**src/rtl/ibex_l2_rf_arbiter.sv**
```systemverilog
// Shares the single-port L2 register file between requesters A and B with round-robin
// arbitration, registered responses, address range checking and a zeroing scrub sequencer.
module ibex_l2_rf_arbiter #(
  parameter int unsigned DataWidth = 32,
  parameter int unsigned NumWords  = 28
) (
  input  logic                 clk_i,
  input  logic                 rst_ni,
  input  logic                 req_a_valid_i,
  output logic                 req_a_ready_o,
  input  logic                 req_a_we_i,
  input  logic [4:0]           req_a_addr_i,
  input  logic [DataWidth-1:0] req_a_wdata_i,
  output logic                 rsp_a_valid_o,
  output logic [DataWidth-1:0] rsp_a_rdata_o,
  output logic                 rsp_a_err_o,
  input  logic                 req_b_valid_i,
  output logic                 req_b_ready_o,
  input  logic                 req_b_we_i,
  input  logic [4:0]           req_b_addr_i,
  input  logic [DataWidth-1:0] req_b_wdata_i,
  output logic                 rsp_b_valid_o,
  output logic [DataWidth-1:0] rsp_b_rdata_o,
  output logic                 rsp_b_err_o,
  input  logic                 scrub_req_i,
  output logic                 scrub_busy_o,
  output logic                 scrub_done_o,
  output logic [4:0]           rf_addr_o,
  output logic [DataWidth-1:0] rf_wdata_o,
  output logic                 rf_we_o,
  input  logic [DataWidth-1:0] rf_rdata_i,
  output logic                 fsm_state_o
);

  localparam logic [5:0] NumWordsW = 6'(NumWords);
  localparam logic [4:0] LastIdx   = 5'(NumWords - 1);

  // Handshake: ready is combinational and equals the grant; a transfer happens on a
  // cycle where valid & ready, and its response pulses rsp_valid the following cycle.
  typedef enum logic {StIdle = 1'b0, StScrub = 1'b1} state_e;

  state_e               state_q, state_d;
  logic [4:0]           scrub_idx_q, scrub_idx_d;
  logic                 scrub_done_q, scrub_done_d;
  logic                 last_grant_q;  // 0 = A, 1 = B
  logic                 grant_a, grant_b;
  logic                 sel_we;
  logic [4:0]           sel_addr;
  logic [DataWidth-1:0] sel_wdata;
  logic                 sel_addr_ok;
  logic [DataWidth-1:0] rsp_rdata_d;
  logic                 rsp_err_d;

  // State register
  always_ff @(posedge clk_i or negedge rst_ni) begin
    if (!rst_ni) begin
      state_q      <= StIdle;
      scrub_idx_q  <= 5'd1;
      scrub_done_q <= 1'b0;
      last_grant_q <= 1'b1;
    end else begin
      state_q      <= state_d;
      scrub_idx_q  <= scrub_idx_d;
      scrub_done_q <= scrub_done_d;
      if (grant_a) begin
        last_grant_q <= 1'b0;
      end else if (grant_b) begin
        last_grant_q <= 1'b1;
      end
    end
  end

  // Next-state logic
  always_comb begin
    state_d      = state_q;
    scrub_idx_d  = scrub_idx_q;
    scrub_done_d = 1'b0;
    unique case (state_q)
      StIdle: begin
        if (scrub_req_i) begin
          state_d = StScrub;
        end
      end
      StScrub: begin
        if (scrub_idx_q == LastIdx) begin
          state_d      = StIdle;
          scrub_idx_d  = 5'd1;
          scrub_done_d = 1'b1;
        end else begin
          scrub_idx_d = scrub_idx_q + 5'd1;
        end
      end
      default: state_d = StIdle;
    endcase
  end

  // Output logic: arbitration and register file drive
  always_comb begin
    grant_a = 1'b0;
    grant_b = 1'b0;
    if (state_q == StIdle && !scrub_req_i) begin
      if (req_a_valid_i && req_b_valid_i) begin
        grant_a = last_grant_q;
        grant_b = !last_grant_q;
      end else begin
        grant_a = req_a_valid_i;
        grant_b = req_b_valid_i;
      end
    end

    sel_we      = grant_b ? req_b_we_i    : req_a_we_i;
    sel_addr    = grant_b ? req_b_addr_i  : req_a_addr_i;
    sel_wdata   = grant_b ? req_b_wdata_i : req_a_wdata_i;
    sel_addr_ok = {1'b0, sel_addr} < NumWordsW;

    rf_addr_o  = '0;
    rf_wdata_o = '0;
    rf_we_o    = 1'b0;
    if (state_q == StScrub) begin
      rf_addr_o = scrub_idx_q;
      rf_we_o   = 1'b1;
    end else if (grant_a || grant_b) begin
      rf_addr_o  = sel_addr;
      rf_wdata_o = sel_wdata;
      // Word 0 is hardwired to zero, so writes to it never reach the file.
      rf_we_o    = sel_we && sel_addr_ok && (sel_addr != 5'd0);
    end

    req_a_ready_o = grant_a;
    req_b_ready_o = grant_b;
    scrub_busy_o  = (state_q == StScrub);
    scrub_done_o  = scrub_done_q;
    fsm_state_o   = (state_q == StScrub);
  end

  assign rsp_err_d   = !sel_addr_ok;
  assign rsp_rdata_d = (!sel_we && sel_addr_ok && sel_addr != 5'd0) ? rf_rdata_i : '0;

  // Responses; the ungranted side keeps its last rdata/err.
  always_ff @(posedge clk_i or negedge rst_ni) begin
    if (!rst_ni) begin
      rsp_a_valid_o <= 1'b0;
      rsp_a_rdata_o <= '0;
      rsp_a_err_o   <= 1'b0;
      rsp_b_valid_o <= 1'b0;
      rsp_b_rdata_o <= '0;
      rsp_b_err_o   <= 1'b0;
    end else begin
      rsp_a_valid_o <= grant_a;
      rsp_b_valid_o <= grant_b;
      if (grant_a) begin
        rsp_a_rdata_o <= rsp_rdata_d;
        rsp_a_err_o   <= rsp_err_d;
      end
      if (grant_b) begin
        rsp_b_rdata_o <= rsp_rdata_d;
        rsp_b_err_o   <= rsp_err_d;
      end
    end
  end

endmodule

```
**config.mk**
```make
export PLATFORM = sky130hd
export DESIGN_NAME = ibex_l2_rf_arbiter
export DESIGN_NICKNAME = d
export VERILOG_FILES = /design/src/rtl/ibex_l2_rf_arbiter.sv
export SDC_FILE = /design/constraint.sdc
export NUM_CORES = 1
export LEC_CHECK = 0
export CORE_MARGIN = 2
export CORE_UTILIZATION = 34
export CTS_CLUSTER_SIZE = 10
export DETAILED_ROUTE_END_ITERATION = 7
export PLACE_DENSITY = 0.75
export SLEW_MARGIN = 25
export SYNTH_ARGS = -nofsm -noshare
export SYNTH_HDL_FRONTEND = slang
export SYNTH_SLANG_ARGS = --single-unit
```
**constraint.sdc**
```tcl
create_clock -name clk_i -period 2.3 [get_ports clk_i]
set_input_delay 0.345 -clock clk_i [delete_from_list [all_inputs] [get_ports clk_i]]
set_output_delay 0.345 -clock clk_i [all_outputs]
set_load 0.005 [all_outputs]
```
== Word-level counts from Yosys, hierarchy flattened ==
Cells that the tools add are included.

* Bits in registers: 76
* Input port bits: 113
* Logic and storage cells: 49

* Add/sub/neg operators: 1
* Order comparisons: 1
* Eq/ne operators: 1
* Muxes and demuxes: 22
* Bitwise logic cells: 1
* Reductions and logical operators: 13

{| class="wikitable"
|+ Operators by type and width
! cell !! count
|-
| two-way mux 32 bit || 4
|-
| two-way mux 5 bit || 4
|-
| two-way mux 1 bit || 13
|-
| logical AND 1 bit || 6
|-
| adder 5 x 1 -> 5 bit (second input constant) || 1
|-
| == test 5 bit (second input constant) || 1
|-
| < comparator 5 bit (second input constant) || 1
|-
| nonzero test 5 bit || 1
|-
| logical NOT 1 bit || 4
|-
| one-hot mux 1 bit (2 select lines) || 1
|-
| nonzero test 2 bit || 1
|-
| logical OR 1 bit || 1
|-
| inverter 1 bit || 1
|}

== Longest topological paths before layout ==
* Depth after elaboration: 9
* Gate-level depth with buffers: 7
* Gate-level depth less buffers: 5

== Worst setup path before layout ==
Ideal clock, no wire load.

* Path kind: flip-flop to output port
* Start: register state_q, in the netlist fsm_state_o
* End: output rf_wdata_o[10]
* Data arrival time: 1454 ps
* Path slack: 501 ps
* Stages on the path, launching flop included: 8
* Buffers on the path: 2
* Cell sequence: dfrtp_1 nor2_2 nand3_2 inv_2 buf_4 buf_2 nand2_1 a21oi_1

* Longest elaborated chain between the ends: 6
* Elaborated cells on any way between the ends: 8

{| class="wikitable"
|+ RTL lines
! element !! line !! text
|-
| start, declared || 42 || <nowiki>state_e state_q, state_d;</nowiki>
|-
| start signal, assigned || 57 || <nowiki>state_q <= StIdle;</nowiki>
|-
| start signal, assigned || 62 || <nowiki>state_q <= state_d;</nowiki>
|-
| inverter 1 bit || n/a ||
|-
| logical AND 1 bit || 101 || <nowiki>if (state_q == StIdle && !scrub_req_i) begin</nowiki>
|-
| two-way mux 1 bit || 101 ||
|-
| two-way mux 32 bit / logical OR 1 bit (equally long branches) || 113, 122 ||
|-
| two-way mux 32 bit || 122 || <nowiki>end else if (grant_a || grant_b) begin</nowiki>
|-
| two-way mux 32 bit * || 119 || <nowiki>if (state_q == StScrub) begin</nowiki>
|-
| end, declared || 29 || <nowiki>output logic [DataWidth-1:0] rf_wdata_o,</nowiki>
|}

Mark *: on every way between the ends. The rest lies on a longest branch, timed or not.

== Worst setup path after layout ==
* Start: input req_a_addr_i[0]
* End: output rf_we_o

* Longest elaborated chain between the ends: 6
* Elaborated cells on any way between the ends: 7

{| class="wikitable"
|+ RTL lines
! element !! line !! text
|-
| start, declared || 12 || <nowiki>input logic [4:0] req_a_addr_i,</nowiki>
|-
| two-way mux 5 bit * || 112 || <nowiki>sel_addr = grant_b ? req_b_addr_i : req_a_addr_i;</nowiki>
|-
| < comparator 5 bit || 114 || <nowiki>sel_addr_ok = {1'b0, sel_addr} < NumWordsW;</nowiki>
|-
| logical AND 1 bit || 126 || <nowiki>rf_we_o = sel_we && sel_addr_ok && (sel_addr != 5'd0);</nowiki>
|-
| logical AND 1 bit * || 126 ||
|-
| two-way mux 1 bit * || 122 ||
|-
| two-way mux 1 bit * || 119 ||
|-
| end, declared || 30 || <nowiki>output logic rf_we_o,</nowiki>
|}

Marks and branches as above.

==> metrics.md <==
| Metric | Value |
|---|---|
| Clk pin slew, worst setup/hold paths | `0.08 ns` |
| Post-Synthesis Cells | `456` |
| Fin crit share | `97.94%` |
| P_leak | `2.851 nW` |
| Peak VDD IR | `0.0004670 V` |
| Pre-CTS WS | `-0.3493 ns` |
| Leading area contributor after synthesis | `dfrtp_1` |
| Worst slew pin tran | `0.4479 ns` |
| Syn nets | `570` |
| Clock Path Buffers | `2` |
| Core Box Area | `10320 µm²` |
| Die area | `11450 µm²` |
| Final Hold Vio Count | `0` |
| # port buffers | `223` |
| Mean Syn Cell Area | `7.911 µm²` |
| Critical Path RT | `1.96 ns` |
| Post-synth cell types | `33` |
| Synthesized area | `3607 µm²` |
| Synth top area share | `51.34%` |
| Clk root buf | `clkbuf_8` |
| Grt total ovfl | `0` |
| DRC viols | `0` |
| Worst Skew | `0.007660 ns` |
| Sequential share of power | `41.7%` |
| HPWL after DPL | `9332 µm` |
| DRT Wirelength | `12960 µm` |
| Flops & latches, synth | `76` |
| RD Place Congestion | `0.7784` |
| Clock latency on the worst-skew pair | `0.35 ns` |
| # setup viols final | `0` |
| Clk pwr share | `19.8%` |
| Most frequent cells in the layout | `198 x nand2_1, 179 x clkdlybuf4s50_1, 74 x dfrtp_1` |
| Max-slew headroom | `70.14%` |
| Via Count | `4125` |
| Post-DP Area | `6095 µm²` |
| R2r startpoint | `last_grant_q` |
| Crit. End Element | `primary output` |
| Die height | `107 µm` |
| Largest net degree at the start of global routing | `44` |
| Inserted Diodes | `0` |
| DR iter-0 viols | `276` |
| Synth-to-Final Area Change | `78.95%` |
| Post-route ant nets | `0` |
| DR WL/cell | `15.49 µm` |
| Antenna violations before repair | `0` |
| Unrepaired setup endpoints after global routing | `true` |
| Sw Share | `30.32%` |
| CTS Sinks | `76` |
| Reg2reg path depth | `9` |
| CTS Buf Count | `9` |
| Top cells by area, synth | `dfrtp_1 51%, nand2_1 21%, o21ai_0 5.8%, a21oi_1 4.7%, o21ai_1 4.3%` |
| Worst path max stage delay | `0.51 ns` |
| Total track usage | `22.47%` |
| Synth warnings | `0` |
| MaxCap Viol Count | `0` |
| Final Non-Filler Cells | `837` |
| Status | `finished clean` |
| Detailed-route vias per instance | `4.928` |
| Starting Density | `34.94%` |
| Slew Limit Fails | `0` |
| FF-to-FF End | `rsp_a_rdata_o[0]` |
| Design area | `6455 µm²` |
| Worst path cell trace | `clkdlybuf4s50_1 -> or4_4 -> o21ai_4 -> nor4_4 -> a311o_1 -> clkbuf_2` |
| Post-route setup slack | `0.04738 ns` |
| Data arrival time of the worst path | `1.91 ns` |
| TritonCTS clock tree | `done` |
| Net Sw Power | `1.528 mW` |
| H-tree depth | `3` |
| Tmin final | `2.253 ns` |
| Max Freq | `443.9 MHz` |
| Row count | `37` |
| Power Density | `781.0 nW/µm²` |
| DIE WIDTH | `107 µm` |
| First-pass GRT wire length | `20340 µm` |
| Vias in the first global route | `3982` |
| Logic pwr share | `38.5%` |
| Drt first pass iters | `5` |
| Post-layout nets | `810` |
| Placed cell count | `807` |
| Most common cell after layout, fill and taps aside | `nand2_1` |
| Setup_tns | `0 ns` |
| Layout cells sized above 1 | `13.12%` |
| Crit Path Class | `input port to primary output` |
| CP max stage cell | `or4_4` |
| Post-synthesis sequential area ratio | `52.79%` |
| Worst reg2reg setup slack | `0.23 ns` |
| Internal power | `3.513 mW` |
| End-of-flow core utilization | `62.53%` |
| Worst setup SP type | `input port` |
| IO Pins | `224` |
| Min-delay worst type | `input port to asynchronous set/reset pin` |
| Worst-path fanout max | `2` |
-- layer usage --
metal  part of all wire, %  GRT usage [%]  up-vias
met3                   5.8          5.471       18
met4                   2.0          6.122        0
met2                    50          37.22      139
met5                     0              0        -
met1                    42          29.42     1998
li1                      -              -     1970
-- stage by stage --
stage | hold slack (ns) | total power, mW
after CTS | 0.4883 | 5.094
final | 0.4804 | 5.042
after floorplan | 0.04941 | 2.664
after detailed placement | 0.3236 | 4.084
after global placement | 0.3200 | 4.013
after global routing | 0.5093 | 5.384
-- sequential cells by signal, indices dropped and copies added, names as in the netlist --
register,cells
last_grant_q,1
rsp_b_rdata_o,32
fsm_state_o,1
rsp_a_valid_o,1
rsp_b_valid_o,1
scrub_done_o,1
rsp_a_err_o,1
rsp_a_rdata_o,32
scrub_idx_q,5
rsp_b_err_o,1
-- timing repair --
item,4_1_cts,5_1_grt
setup buffers,8,2
gates resized for setup,65,50
pin swaps,3,6
endpoints found under the setup margin,39,24
endpoints found under the hold margin,32,0
gates cloned,3,0
hold buffers,1,0
-- cell families after synthesis --
| logic type | Yosys count | synth area share (%) |
|---|---|---|
| simple gates | 224 | 24.42 |
| compound gates | 112 | 15.89 |
| flops | 76 | 52.79 |
| buf+inv | 35 | 4.370 |
| mux | 6 | 1.700 |
| xor+xnor | 2 | 0.4857 |
| fa+ha+maj | 1 | 0.3468 |
-- how the worst max path moves through the flow --
stage	from	endpoint	slack, ns	cells past startpoint
3_5_place_dp	req_a_addr_i[2]	rf_we_o	-0.35	6
6_report	req_a_addr_i[0]	rf_we_o	0.05	6
5_1_grt	fsm_state_o	rf_addr_o[0]	-0.03	7
3_3_place_gp	req_a_addr_i[2]	rf_we_o	-0.34	6
4_1_cts	req_a_addr_i[0]	rf_we_o	-0.11	6
2_1_floorplan	fsm_state_o	rf_wdata_o[10]	0.50	7
-- final cells by class --
type                       count  area (µm²)
clock buffer                  11       131.4
clock inverter                 5       62.56
fill                         918        3869
inverter                       3       16.27
multi-input combinational    345        1623
sequential                    76        1904
tap                          136       170.2
timing repair buffer         261        2547
-- power groups by stage --
stage	sequential, mW	clock (mW)	combinational [mW]
finish	2.10	1.00	1.94
global route	2.16	1.10	2.12
CTS	2.10	1.03	1.96
detailed placement	2.12	0	1.96
global placement	2.10	0	1.91
floorplan	2.11	0	0.557
-- critical path, delay by kind of cell --
family,cells,cell delay (ns)
AOI/OAI and AO/OA,2,0.45
buffers and inverters,2,0.53
and+or+nand+nor,2,0.57
-- Yosys cell counts --
cell type,count
a311o_1,1
nor2_2,1
xor2_1,1
nor3_1,1
nand2b_1,4
nand4_1,2
or4_1,1
a211oi_1,1
mux2_2,1
a21oi_1,34
nand2_1,203
nand3_1,3
inv_2,1
buf_1,2
or3_1,1
nand3_2,1
dfstp_2,2
nor2_1,5
xnor2_1,1
o21ai_0,42
mux2i_1,5
dfrtp_1,74
and3_1,1
o21ai_1,31
a31oi_1,2
buf_2,6
ha_1,1
buf_4,5
a21o_1,1
nor4_1,1
clkinv_1,1
inv_1,1
clkbuf_1,19
Power figures use the tool's default switching activity.
